==> src/rtl/flippy_bit_pkg.sv <==
// Shared types and constants for the Flippy Bit letter datapath.
package flippy_bit_pkg;

  localparam int NUM_SLOTS = 3;
  localparam int LETTER_W  = 8;
  localparam int YPOS_W    = 5;
  localparam int GRID_W    = 40;
  localparam int GRID_H    = 30;

  // x^8+x^6+x^5+x^4+1 expressed as the feedback bits of a left-shifting register
  localparam logic [7:0] LFSR_TAPS = 8'hB8;

  typedef struct packed {
    logic                active;
    logic [LETTER_W-1:0] letter;
    logic [YPOS_W-1:0]   ypos;
  } slot_t;

  function automatic logic [NUM_SLOTS-1:0] lowest_set(input logic [NUM_SLOTS-1:0] req);
    logic [NUM_SLOTS-1:0] oh;
    oh = '0;
    for (int i = NUM_SLOTS - 1; i >= 0; i--) begin
      if (req[i]) oh = NUM_SLOTS'(1) << i;
    end
    return oh;
  endfunction

endpackage

==> src/rtl/lfsr8.sv <==
// 8-bit Fibonacci LFSR used as the letter generator; holds when advance is low.
module lfsr8
  import flippy_bit_pkg::*;
#(
  parameter logic [7:0] SEED = 8'hA5
) (
  input  logic       CLOCK_50,
  input  logic       reset,
  input  logic       advance,
  output logic [7:0] value
);

  logic [7:0] value_q;
  logic [7:0] value_d;

  always_comb begin
    value_d = value_q;
    if (advance) value_d = {value_q[6:0], ^(value_q & LFSR_TAPS)};
  end

  always_ff @(posedge CLOCK_50 or posedge reset) begin
    if (reset) value_q <= SEED;
    else       value_q <= value_d;
  end

  assign value = value_q;

endmodule

==> src/rtl/letter_manager.sv <==
// Spawns, advances and retires the falling letters, and checks submitted guesses.
module letter_manager
  import flippy_bit_pkg::*;
#(
  parameter int         FLOOR_Y   = 29,
  parameter int         SPAWN_GAP = 8,
  parameter logic [7:0] LFSR_SEED = 8'hA5
) (
  input  logic                CLOCK_50,
  input  logic                reset,
  input  logic                enable,
  input  logic                step,
  input  logic                submit,
  input  logic [LETTER_W-1:0] guess,
  output logic [LETTER_W-1:0] letter1,
  output logic [LETTER_W-1:0] letter2,
  output logic [LETTER_W-1:0] letter3,
  output logic [YPOS_W-1:0]   ypos1,
  output logic [YPOS_W-1:0]   ypos2,
  output logic [YPOS_W-1:0]   ypos3,
  output logic [NUM_SLOTS-1:0] active,
  output logic [NUM_SLOTS-1:0] correct,
  output logic [NUM_SLOTS-1:0] game_over
);

  localparam int CNT_W = (SPAWN_GAP > 1) ? $clog2(SPAWN_GAP) : 1;
  localparam logic [CNT_W-1:0]  CNT_LAST = CNT_W'(SPAWN_GAP - 1);
  localparam logic [YPOS_W-1:0] FLOOR    = YPOS_W'(FLOOR_Y);

  slot_t                slot_q [NUM_SLOTS];
  slot_t                slot_d [NUM_SLOTS];
  logic [NUM_SLOTS-1:0] game_over_q, game_over_d;
  logic [NUM_SLOTS-1:0] correct_q, correct_d;
  logic [CNT_W-1:0]     cnt_q, cnt_d;

  logic [LETTER_W-1:0]  lfsr_val;
  logic                 run;
  logic                 cnt_full;
  logic [NUM_SLOTS-1:0] act_vec, match_vec, clear_oh, spawn_oh, land_vec;

  assign run = enable & ~|game_over_q;

  lfsr8 #(.SEED(LFSR_SEED)) u_lfsr (
    .CLOCK_50 (CLOCK_50),
    .reset    (reset),
    .advance  (run),
    .value    (lfsr_val)
  );

  // Both encoders look at start-of-cycle occupancy, so a slot cleared now cannot be refilled now.
  always_comb begin
    for (int i = 0; i < NUM_SLOTS; i++) begin
      act_vec[i]   = slot_q[i].active;
      match_vec[i] = slot_q[i].active && (slot_q[i].letter == guess);
    end
    cnt_full = (cnt_q == CNT_LAST);
    clear_oh = (run && submit) ? lowest_set(match_vec) : '0;
    spawn_oh = (run && step && cnt_full) ? lowest_set(~act_vec) : '0;
  end

  always_comb begin
    cnt_d = cnt_q;
    if (run && step) begin
      if (!cnt_full)     cnt_d = cnt_q + 1'b1;
      else if (|spawn_oh) cnt_d = '0;
    end
    game_over_d = game_over_q | land_vec;
    correct_d   = clear_oh;
  end

  for (genvar g = 0; g < NUM_SLOTS; g++) begin : g_slot
    slot_t nxt;
    logic  land;

    always_comb begin
      nxt  = slot_q[g];
      land = 1'b0;
      if (clear_oh[g]) begin
        nxt = '0;
      end else if (spawn_oh[g]) begin
        nxt.active = 1'b1;
        nxt.letter = lfsr_val;
        nxt.ypos   = '0;
      end else if (run && step && slot_q[g].active) begin
        if (slot_q[g].ypos < FLOOR) nxt.ypos = slot_q[g].ypos + 1'b1;
        else                        land     = 1'b1;
      end
    end

    assign slot_d[g]   = nxt;
    assign land_vec[g] = land;
  end

  always_ff @(posedge CLOCK_50 or posedge reset) begin
    if (reset) begin
      for (int i = 0; i < NUM_SLOTS; i++) slot_q[i] <= '0;
      game_over_q <= '0;
      correct_q   <= '0;
      cnt_q       <= '0;
    end else begin
      for (int i = 0; i < NUM_SLOTS; i++) slot_q[i] <= slot_d[i];
      game_over_q <= game_over_d;
      correct_q   <= correct_d;
      cnt_q       <= cnt_d;
    end
  end

  assign letter1   = slot_q[0].letter;
  assign letter2   = slot_q[1].letter;
  assign letter3   = slot_q[2].letter;
  assign ypos1     = slot_q[0].ypos;
  assign ypos2     = slot_q[1].ypos;
  assign ypos3     = slot_q[2].ypos;
  assign active    = act_vec;
  assign correct   = correct_q;
  assign game_over = game_over_q;

endmodule

==> config.mk <==
export PLATFORM = sky130hd
export DESIGN_NAME = letter_manager
export DESIGN_NICKNAME = d
export VERILOG_FILES = /design/src/rtl/flippy_bit_pkg.sv /design/src/rtl/lfsr8.sv /design/src/rtl/letter_manager.sv
export SDC_FILE = /design/constraint.sdc
export NUM_CORES = 1
export LEC_CHECK = 0
export ABC_AREA = 1
export CORE_ASPECT_RATIO = 0.8
export CORE_UTILIZATION = 41
export CTS_BUF_LIST = sky130_fd_sc_hd__clkbuf_16
export DETAILED_ROUTE_END_ITERATION = 7
export GPL_TIMING_DRIVEN = 0
export HOLD_SLACK_MARGIN = 0.15
export PLACE_DENSITY = 0.66
export SLEW_MARGIN = 30
export SYNTH_ARGS = -nofsm -noshare
export SYNTH_HDL_FRONTEND = slang
export SYNTH_SLANG_ARGS = --single-unit
==> constraint.sdc <==
create_clock -name CLOCK_50 -period 1.7 [get_ports CLOCK_50]
set_input_delay 0.34 -clock CLOCK_50 [delete_from_list [all_inputs] [get_ports CLOCK_50]]
set_output_delay 0.34 -clock CLOCK_50 [all_outputs]
set_load 0.02 [all_outputs]
=== Word level (Yosys, flattened, before mapping) ===
Cells that the tools add are included.

* Add/subtract/negate cells: 4
* Magnitude comparators: 3
* Equality and inequality tests: 5
* Mux-type cells: 37
* Bitwise logic cells: 3
* Reduce and logical (&&, ||, !) cells: 26

{| class="wikitable"
|+ Operators by type and width
! kind !! count
|-
| $mux W5 || 9
|-
| $mux W14 || 3
|-
| $mux W3 || 10
|-
| $mux W9 || 3
|-
| $eq A8 B8 Y1 || 3
|-
| $reduce_bool A3 Y1 || 6
|-
| $add A5 B1 Y5 const B || 3
|-
| $lt A5 B5 Y1 const B || 3
|-
| $mux W1 || 12
|-
| $logic_and A1 B1 Y1 || 9
|-
| $reduce_and A2 Y1 || 4
|-
| $reduce_xor A8 Y1 || 1
|-
| $reduce_bool A2 Y1 || 3
|-
| $reduce_or A3 Y1 || 2
|-
| $add A3 B1 Y3 const B || 1
|-
| $eq A3 B3 Y1 const B || 1
|-
| $not A3 Y3 || 1
|-
| $or A3 B3 Y3 || 1
|-
| $ne A2 B1 Y1 const B || 1
|-
| $and A1 B1 Y1 || 1
|-
| $logic_not A1 Y1 || 1
|}

* Flip-flop bits (word level): 59
* Output and inout port bits: 48
* Logic and storage cells: 91

=== Depth between registers and ports, before layout ===
Gate-level depths: netlist (run 1).

* Depth after elaboration: 9
* Gate-level depth with buffers: 10
* Depth with buffers taken out: 10

=== By module ===
Synthesis (run 1) repeated with hierarchy kept, for this count alone.

* Cells, all modules: 443
* Area, all modules: 3319.4 µm²

{| class="wikitable"
|+ By module, submodules not included
! module !! instances !! cells an instance !! area an instance (µm²) !! seq. area each (µm²)
|-
| letter_manager || 1 || 397 || 2955.3 || 1276.2
|-
| lfsr8 || 1 || 46 || 364.1 || 205.2
|}

=== Worst setup path before layout (run 1) ===
OpenSTA, ideal clock, no wires.

* Path kind: reg-to-reg
* Start: reg cnt_q[0]
* End: reg cnt_q[2]
* Library setup time: 0.125 ns
* Data arrival time: 1.543 ns
* Required time: 1.575 ns
* Setup slack: 0.033 ns
* Cell stages (with the launch flop): 7
* Buffers on the path: 0
* Period minus slack after synthesis: 1.667 ns
* Path through: dfrtp_1 ha_1 ha_1 nand2_1 inv_1 a31oi_2 mux2_2

* Longest elaborated chain between the ends: 6
* Elaborated cells on any way between the ends: 8

{| class="wikitable"
|+ RTL lines
! item !! RTL line !! text
|-
| start, declared || letter_manager.sv:34 || <nowiki>logic [CNT_W-1:0] cnt_q, cnt_d;</nowiki>
|-
| start signal, assigned || letter_manager.sv:104 || <nowiki>cnt_q <= cnt_d;</nowiki>
|-
| $eq A3 B3 Y1 || letter_manager.sv:56 || <nowiki>cnt_full = (cnt_q == CNT_LAST);</nowiki>
|-
| $logic_and A1 B1 Y1 || letter_manager.sv:58 || <nowiki>spawn_oh = (run && step && cnt_full) ? lowest_set(~act_vec) : '0;</nowiki>
|-
| $mux W3 || letter_manager.sv:58 ||
|-
| $reduce_or A3 Y1 || letter_manager.sv:65 || <nowiki>else if (|spawn_oh) cnt_d = '0;</nowiki>
|-
| $ne A2 B1 Y1 (no source line) || - ||
|-
| $reduce_and A2 Y1 (no source line) || - ||
|}

Several ways; a longest one is shown, not always the timed one.
A chain may end at the register's enable or synchronous reset.

=== Worst setup path after layout (run 1) ===
* Start: in guess[2]
* End: reg, netlist name letter3[4]

* Longest elaborated chain between the ends: 7
* Elaborated cells on any way between the ends: 12

{| class="wikitable"
|+ RTL lines
! item !! RTL line !! text
|-
| start, declared || letter_manager.sv:14 || <nowiki>input logic [LETTER_W-1:0] guess,</nowiki>
|-
| $eq A8 B8 Y1 || letter_manager.sv:54 || <nowiki>match_vec[i] = slot_q[i].active && (slot_q[i].letter == guess);</nowiki>
|-
| $logic_and A1 B1 Y1 || letter_manager.sv:54 ||
|-
| $mux W3 (2 in a row) || flippy_bit_pkg.sv:23 || <nowiki>if (req[i]) oh = NUM_SLOTS'(1) << i;</nowiki>
|-
| $mux W3 * || flippy_bit_pkg.sv:23 ||
|-
| $mux W3 * || letter_manager.sv:57 || <nowiki>clear_oh = (run && submit) ? lowest_set(match_vec) : '0;</nowiki>
|-
| $mux W14 or $reduce_bool A2 Y1 (tied branches) || - ||
|}

Mark *: on every way between the ends. The rest lies on a longest branch, timed or not.

==> flow_metrics.env, run 1 <==
export IMPL_fmax_mhz=585
export IMPL_cts_clk_slew_worst_paths_ps=50
export IMPL_antenna_left=0
export IMPL_synth_main_ff_cell="dfrtp_1"
export IMPL_finalCriticalPeriod_ps=1710
export IMPL_final_max_slew_viol_count=0
export IMPL_synth_seq_area_share=0.457
export IMPL_start_util=0.431
export IMPL_finalNonFillerCells=599
export IMPL_timing_max_slew_rel_slack=0.706
export IMPL_clock_sinks=59
export IMPL_wirelength_um=9380
export IMPL_async_flop_share=1.00
export IMPL_synthTopCellsByArea="dfrtp_1, nand2_1, inv_1"
export IMPL_dr_wl_met2_um=4430
export IMPL_gp_congestion=0.876
export IMPL_cp_max_fo=5
export IMPL_p_int_mw=2.87
export IMPL_synthMostInstantiatedCell="nand2_1"
export IMPL_synth_ff_latch_count=59
export IMPL_worstSetupStartpoint="guess[2]"
export IMPL_final_core_util=0.623
export IMPL_die_h_um=81.6
export IMPL_hold_viol_final=0
export IMPL_io_pins=61
export IMPL_seqPwrFrac=0.392
export IMPL_final_layout_size_suffix_gt1_frac=0.211
export IMPL_tritoncts="yes"
export IMPL_cp_start_kind="input port"
export IMPL_synth_edf_count=0
export IMPL_grt_pass1_vias=2871
export IMPL_n_antenna_cell=0
export IMPL_power_density_nw_per_um2=765
export IMPL_combPwrFrac=0.039
export IMPL_status="finished, violations left"
export IMPL_drt_iter0_markers=216
export IMPL_clock_path_buffers=2
export IMPL_syn_inst=400
export IMPL_crit_type="input port to flop"
export IMPL_min_path_type="input port to asynchronous set/reset pin"
export IMPL_die_area_sq_um=8280
export IMPL_synth_avg_cell_area_sq_um=8.11
export IMPL_synth_fp_nets=418
export IMPL_htreeDepth=3
export IMPL_synthTopCellsByCount="nand2_1, dfrtp_1, inv_1, nor2_1, nand3_1"
export IMPL_whs_ps=301
export IMPL_leakagePower_nw=2.47
export IMPL_violations="negative setup slack"
export IMPL_rsz0062_at_grt="yes"
export IMPL_antenna_found_initial=0
export IMPL_yosysWarningCount=0
export IMPL_vias=3059
export IMPL_via_per_inst=5.11
export IMPL_yosys_area_top_type="dfrtp_1"
export IMPL_root_buffer="clkbuf_16"
export IMPL_top_layer="met4"
export IMPL_required_ps=1920
export IMPL_final_nets=507
export IMPL_grt_max_degree=30
export IMPL_area_delta_synth_final_pct=44.6
export IMPL_worstReg2RegStart="game_over[1]"
export IMPL_pwr_share_clk=0.569
export IMPL_synth_top_area_frac=0.424
export IMPL_synth_area_sq_um=3240
export IMPL_io_buffers=60
export IMPL_wl_per_cell_um=15.7
export IMPL_period_share=1.01
export IMPL_grt_pass1_wl_um=14200
export IMPL_setup_viol=4
export IMPL_drc=0
export IMPL_worst_pin_slew_ps=436
export IMPL_rows=28
export IMPL_dp_hpwl_um=6390
export IMPL_arrival_ps=1930
export IMPL_firstDrtPassIters=6
export IMPL_core_sq_um=7530
export IMPL_setup_slack_ps=-10.4
export IMPL_ys_types=38
export IMPL_cts_hold_buffers_added=0
export IMPL_die_w_um=101
export IMPL_wl_met3_um=687
export IMPL_switching_power_mw=0.714
export IMPL_p_sw_frac=0.199
export IMPL_fin_skew_ps=6.56
export IMPL_wl_met1_um=4140
export IMPL_cap_violations=0
export IMPL_dp_cells=567
export IMPL_grt_usage=0.232
export IMPL_gr_total_overflow=0
export IMPL_numCtsBuffers=9
export IMPL_critPathCaptureType="flop"
export IMPL_ir_drop_uv=487
export IMPL_insertion_delay_ps=330
## critical path, stage by stage
cell and delay, ps:
clkdlybuf4s50_1 520, xnor2_2 270, nand4_1 180, nor2_2 180, nand3_4 140, clkbuf_16 190, nand3_2 50, nand2_1 40
## cells in the final DEF (no fill, tap or decap), types with 3 or more instances in the layout
cell             count
nand2_1            107
dfrtp_1             53
inv_1               44
dlygate4sd2_1       34
nor2_1              33
nand3_1             27
o21ai_0             15
dlymetal6s2s_1      15
nand4_1             12
nor2_4              12
inv_2               11
clkdlybuf4s50_1     11
buf_4               11
nand3_2             10
clkbuf_16           10
xnor2_1              8
xor2_1               7
nand3_4              6
nand2_2              4
a21oi_1              4
ha_1                 4
dfstp_2              4
nor2_2               3
clkinv_2             3
o21bai_1             3
bufinv_16            3
## routing by layer
metal / up-vias / track usage
li1: 1467 / -
met1: 1458 / 0.304
met2: 118 / 0.382
met3: 16 / 0.0553
met4: 0 / 0.0783
met5: - / 0
## power groups by stage
stage,registers [mW],clock network [mW],logic (mW)
finish,1.41,2.04,0.141
global route,1.41,2.12,0.155
CTS,1.41,2.06,0.136
detailed placement,1.43,0,0.134
global placement,1.43,0,0.119
floorplan,1.43,0,0.0636
## final timing paths
check                      cells past startpoint  slack (ps)         endpoint
setup / recovery                               8         -10       letter3[4]
hold / removal                                 2         300       correct[2]
setup reg to reg                               9          10       letter3[4]
hold reg to reg                                2         530  u_lfsr.value[0]
max in group asynchronous                      4         720  u_lfsr.value[7]
min in group CLOCK_50                          2         530  u_lfsr.value[0]
## kinds of logic (layout without fill, tap and decap cells)
kind of cell | count (synthesis) | after routing | synth area share
and+or+nand+nor | 222 | 224 | 0.331
buffers and inverters | 60 | 152 | 0.0729
DFF | 59 | 59 | 0.457
AOI/OAI and AO/OA | 33 | 33 | 0.0613
xor gates and xnor gates | 17 | 17 | 0.0459
adders and majority gates | 5 | 5 | 0.0193
muxes | 4 | 4 | 0.0131
## state kept, by name, summed over array words and instances, names as in the netlist
name,count
active,3
cnt_q,3
correct,3
game_over,3
letter1,8
letter2,8
letter3,8
u_lfsr.value,8
ypos1,5
ypos2,5
ypos3,5
## final cells by class
class | count | area (sq um)
plain buffers | 3 | 35.0
clock buffers | 9 | 225
clock inverters | 7 | 108
fillers | 663 | 2840
inverters | 57 | 221
multi-input cells | 283 | 1720
flip-flops and latches | 59 | 1480
well taps | 105 | 131
repair buffers | 76 | 767
## stage by stage
| step | setup TNS, ps | worst slack (ps) | instance area (sq um) | power (mW) |
|---|---|---|---|---|
| 2_1_floorplan | 0 | 32.6 | 3250 | 1.49 |
| 3_3_place_gp | -25690 | -545 | 3980 | 1.55 |
| 3_5_place_dp | -23290 | -567 | 4030 | 1.56 |
| 4_1_cts | 0 | 0.233 | 4410 | 3.61 |
| 5_1_grt | -623 | -81.2 | 4690 | 3.68 |
| 6_report | -22.7 | -10.4 | 4690 | 3.59 |
## repair_timing
action / CTS / global route
resized for setup: 49 / 47
setup buffers: 2 / 10
pin swaps: 4 / 16
hold endpoints to repair: 0 / 0
endpoints found under the setup margin: 73 / 54
gates cloned: 1 / 3
(Power assumes the default switching activity.)
==> inputs of run 2 (changes only) <==
--- a/config.mk
+++ b/config.mk
@@ -12,7 +12,8 @@
 export DETAILED_ROUTE_END_ITERATION = 7
 export GPL_TIMING_DRIVEN = 0
 export HOLD_SLACK_MARGIN = 0.15
-export PLACE_DENSITY = 0.66
+export PLACE_DENSITY = 0.63
+export SETUP_SLACK_MARGIN = 0.5
 export SLEW_MARGIN = 30
 export SYNTH_ARGS = -nofsm -noshare
 export SYNTH_HDL_FRONTEND = slang
==> constraint.sdc (replaced) <==
create_clock -name CLOCK_50 -period 1.8 [get_ports CLOCK_50]
set_input_delay 0.36 -clock CLOCK_50 [delete_from_list [all_inputs] [get_ports CLOCK_50]]
set_output_delay 0.36 -clock CLOCK_50 [all_outputs]
set_load 0.02 [all_outputs]
==> run 2 against run 1 <==
Against the previous run: highest routed layer unchanged; power decreased by 14%; first-iteration DRC count decreased by 17%; global-route usage increased by 1.8 points; critical endpoint is now letter3[6]; clock power decreased by 21%; the flow now finishes without violations.
==> flow_metrics.env, run 2 (synthesis results as in run 1) <==
export IMPL_cp_max_fo=5
export IMPL_grt_max_degree=30
export IMPL_ir_drop_uv=466
export IMPL_firstDrtPassIters=4
export IMPL_finalCriticalPeriod_ps=1660
export IMPL_status="finished, final reports clean"
export IMPL_wl_per_cell_um=15.6
export IMPL_start_util=0.431
export IMPL_p_total_mw=3.07
export IMPL_crit_chain="nor2_4 > buf_6 > nand3_4 > nor2_4 > nand3_2 > nor2_4 > nand3_4 > clkbuf_16 > nand3_2 > nand2_1"
export IMPL_final_max_slew_viol_count=0
export IMPL_period_share=0.923
export IMPL_tritoncts="yes"
export IMPL_insertion_delay_ps=330
export IMPL_numCtsBuffers=9
export IMPL_gp_congestion=0.865
export IMPL_drt_iter0_markers=180
export IMPL_setup_slack_ps=139
export IMPL_timing_max_slew_rel_slack=0.728
export IMPL_grt_pass1_vias=3082
export IMPL_fin_skew_ps=11.0
export IMPL_place_area_sq_um=4150
export IMPL_dp_hpwl_um=6210
export IMPL_power_density_nw_per_um2=580
export IMPL_critPathMaxStageDelay_ps=430
export IMPL_rsz0062_at_grt="yes"
export IMPL_cp_start_kind="flop"
export IMPL_final_cell_mix="nand2_1, inv_1, dfrtp_1"
export IMPL_cts_clk_slew_worst_paths_ps=50
export IMPL_clock_sinks=59
export IMPL_vias=3262
export IMPL_gr_total_overflow=0
export IMPL_rows=28
export IMPL_wirelength_um=10100
export IMPL_mostFrequentLayoutCell="nand2_1"
export IMPL_cp_common_cell="nor2_4"
export IMPL_critPathCaptureType="flop"
export IMPL_nFillCells=580
export IMPL_arrival_ps=1880
export IMPL_final_nets=555
export IMPL_crit_type="flop to flop"
export IMPL_fmax_mhz=602
export IMPL_drc=0
export IMPL_worst_pin_slew_ps=406
export IMPL_io_pins=61
export IMPL_htreeDepth=3
export IMPL_via_per_inst=5.04
export IMPL_clock_path_buffers=2
export IMPL_core_sq_um=7530
export IMPL_hold_viol_final=0
export IMPL_multi_input_area_sq_um=1960
export IMPL_final_layout_size_suffix_gt1_frac=0.469
export IMPL_seq_area_sq_um=1500
export IMPL_root_buffer="clkbuf_16"
export IMPL_area_delta_synth_final_pct=63.2
export IMPL_slowest_stage="dfrtp_2"
export IMPL_die_h_um=81.6
export IMPL_leakagePower_nw=2.59
export IMPL_min_path_type="input port to asynchronous set/reset pin"
export IMPL_dp_slack_ps=-383
export IMPL_antenna_found_initial=0
export IMPL_cap_violations=0
export IMPL_grt_pass1_wl_um=15300
export IMPL_required_ps=2020
export IMPL_antenna_left=0
export IMPL_grt_usage=0.251
export IMPL_n_antenna_cell=0
export IMPL_die_area_sq_um=8280
export IMPL_setup_viol=0
export IMPL_die_w_um=101
export IMPL_stdcell_area_sq_um=5300
export IMPL_io_buffers=60
## run 2: cell types whose count changed in the layout (fill, tap and decap cells not counted), sizes merged, moves of 3 or more
cell	before	now
buf	17	108
clkdlybuf4s15	0	3
dlymetal6s2s	15	0
dlygate4sd2	34	8
clkdlybuf4s50	11	3
## run 2: power breakdown
| group | total (mW) | internal [mW] | switching [mW] |
|---|---|---|---|
| Sequential | 1.33 | 1.33 | 0 |
| Combinational | 0.129 | 0.0456 | 0.0834 |
| Clock | 1.61 | 1.04 | 0.571 |
## run 2: repair_timing
action,CTS,global route
setup endpoints to repair,107,81
pin swaps,36,26
gates resized for setup,284,64
endpoints found under the hold margin,0,0
buffers inserted,37,19
gates cloned,7,1
hold buffers,0,0
## run 2: worst max-delay path: cells and delay by family (launching register included)
family	cells	cell delay (ps)
AND/OR/NAND/NOR	8	800
flip-flops	1	430
buffers and inverters	2	310
## run 2: final timing paths
check | start | endpoint | slack [ps] | cells after the start
setup reg to reg | game_over[2] | letter3[6] | 140 | 10
min in group CLOCK_50 | u_lfsr.value[2] | u_lfsr.value[2] | 510 | 2
hold reg to reg | u_lfsr.value[2] | u_lfsr.value[2] | 510 | 2
setup / recovery | game_over[2] | letter3[6] | 140 | 10
hold / removal | reset | u_lfsr.value[1] | 270 | 2
max in group asynchronous | reset | u_lfsr.value[7] | 880 | 4
## run 2: final cells by class
| type | count | area share |
|---|---|---|
| buffer | 3 | 0.00827 |
| clock buffer | 9 | 0.0425 |
| clock inverter | 7 | 0.0102 |
| inverter | 57 | 0.0473 |
| multi-input combinational | 283 | 0.369 |
| sequential | 59 | 0.284 |
| tap | 105 | 0.0248 |
| timing repair buffer | 122 | 0.212 |
| timing repair inverter | 2 | 0.00213 |
## run 2: per-stage QoR
stage	setup TNS (ps)	std cells	hold WS [ps]	util
3_3_place_gp	-13230	565	513	0.546
2_1_floorplan	0	400	458	-
6_report	0	647	273	0.703
4_1_cts	0	627	271	0.651
5_1_grt	0	647	289	0.703
3_5_place_dp	-13420	567	521	0.551
## run 2: layer usage
layer | wire [um] | track usage | vias to the layer above
li1 | - | - | 1562
met1 | 4540 | 0.337 | 1575
met2 | 4860 | 0.402 | 112
met3 | 556 | 0.0519 | 13
met4 | 153 | 0.0899 | 0
met5 | 0 | 0 | -
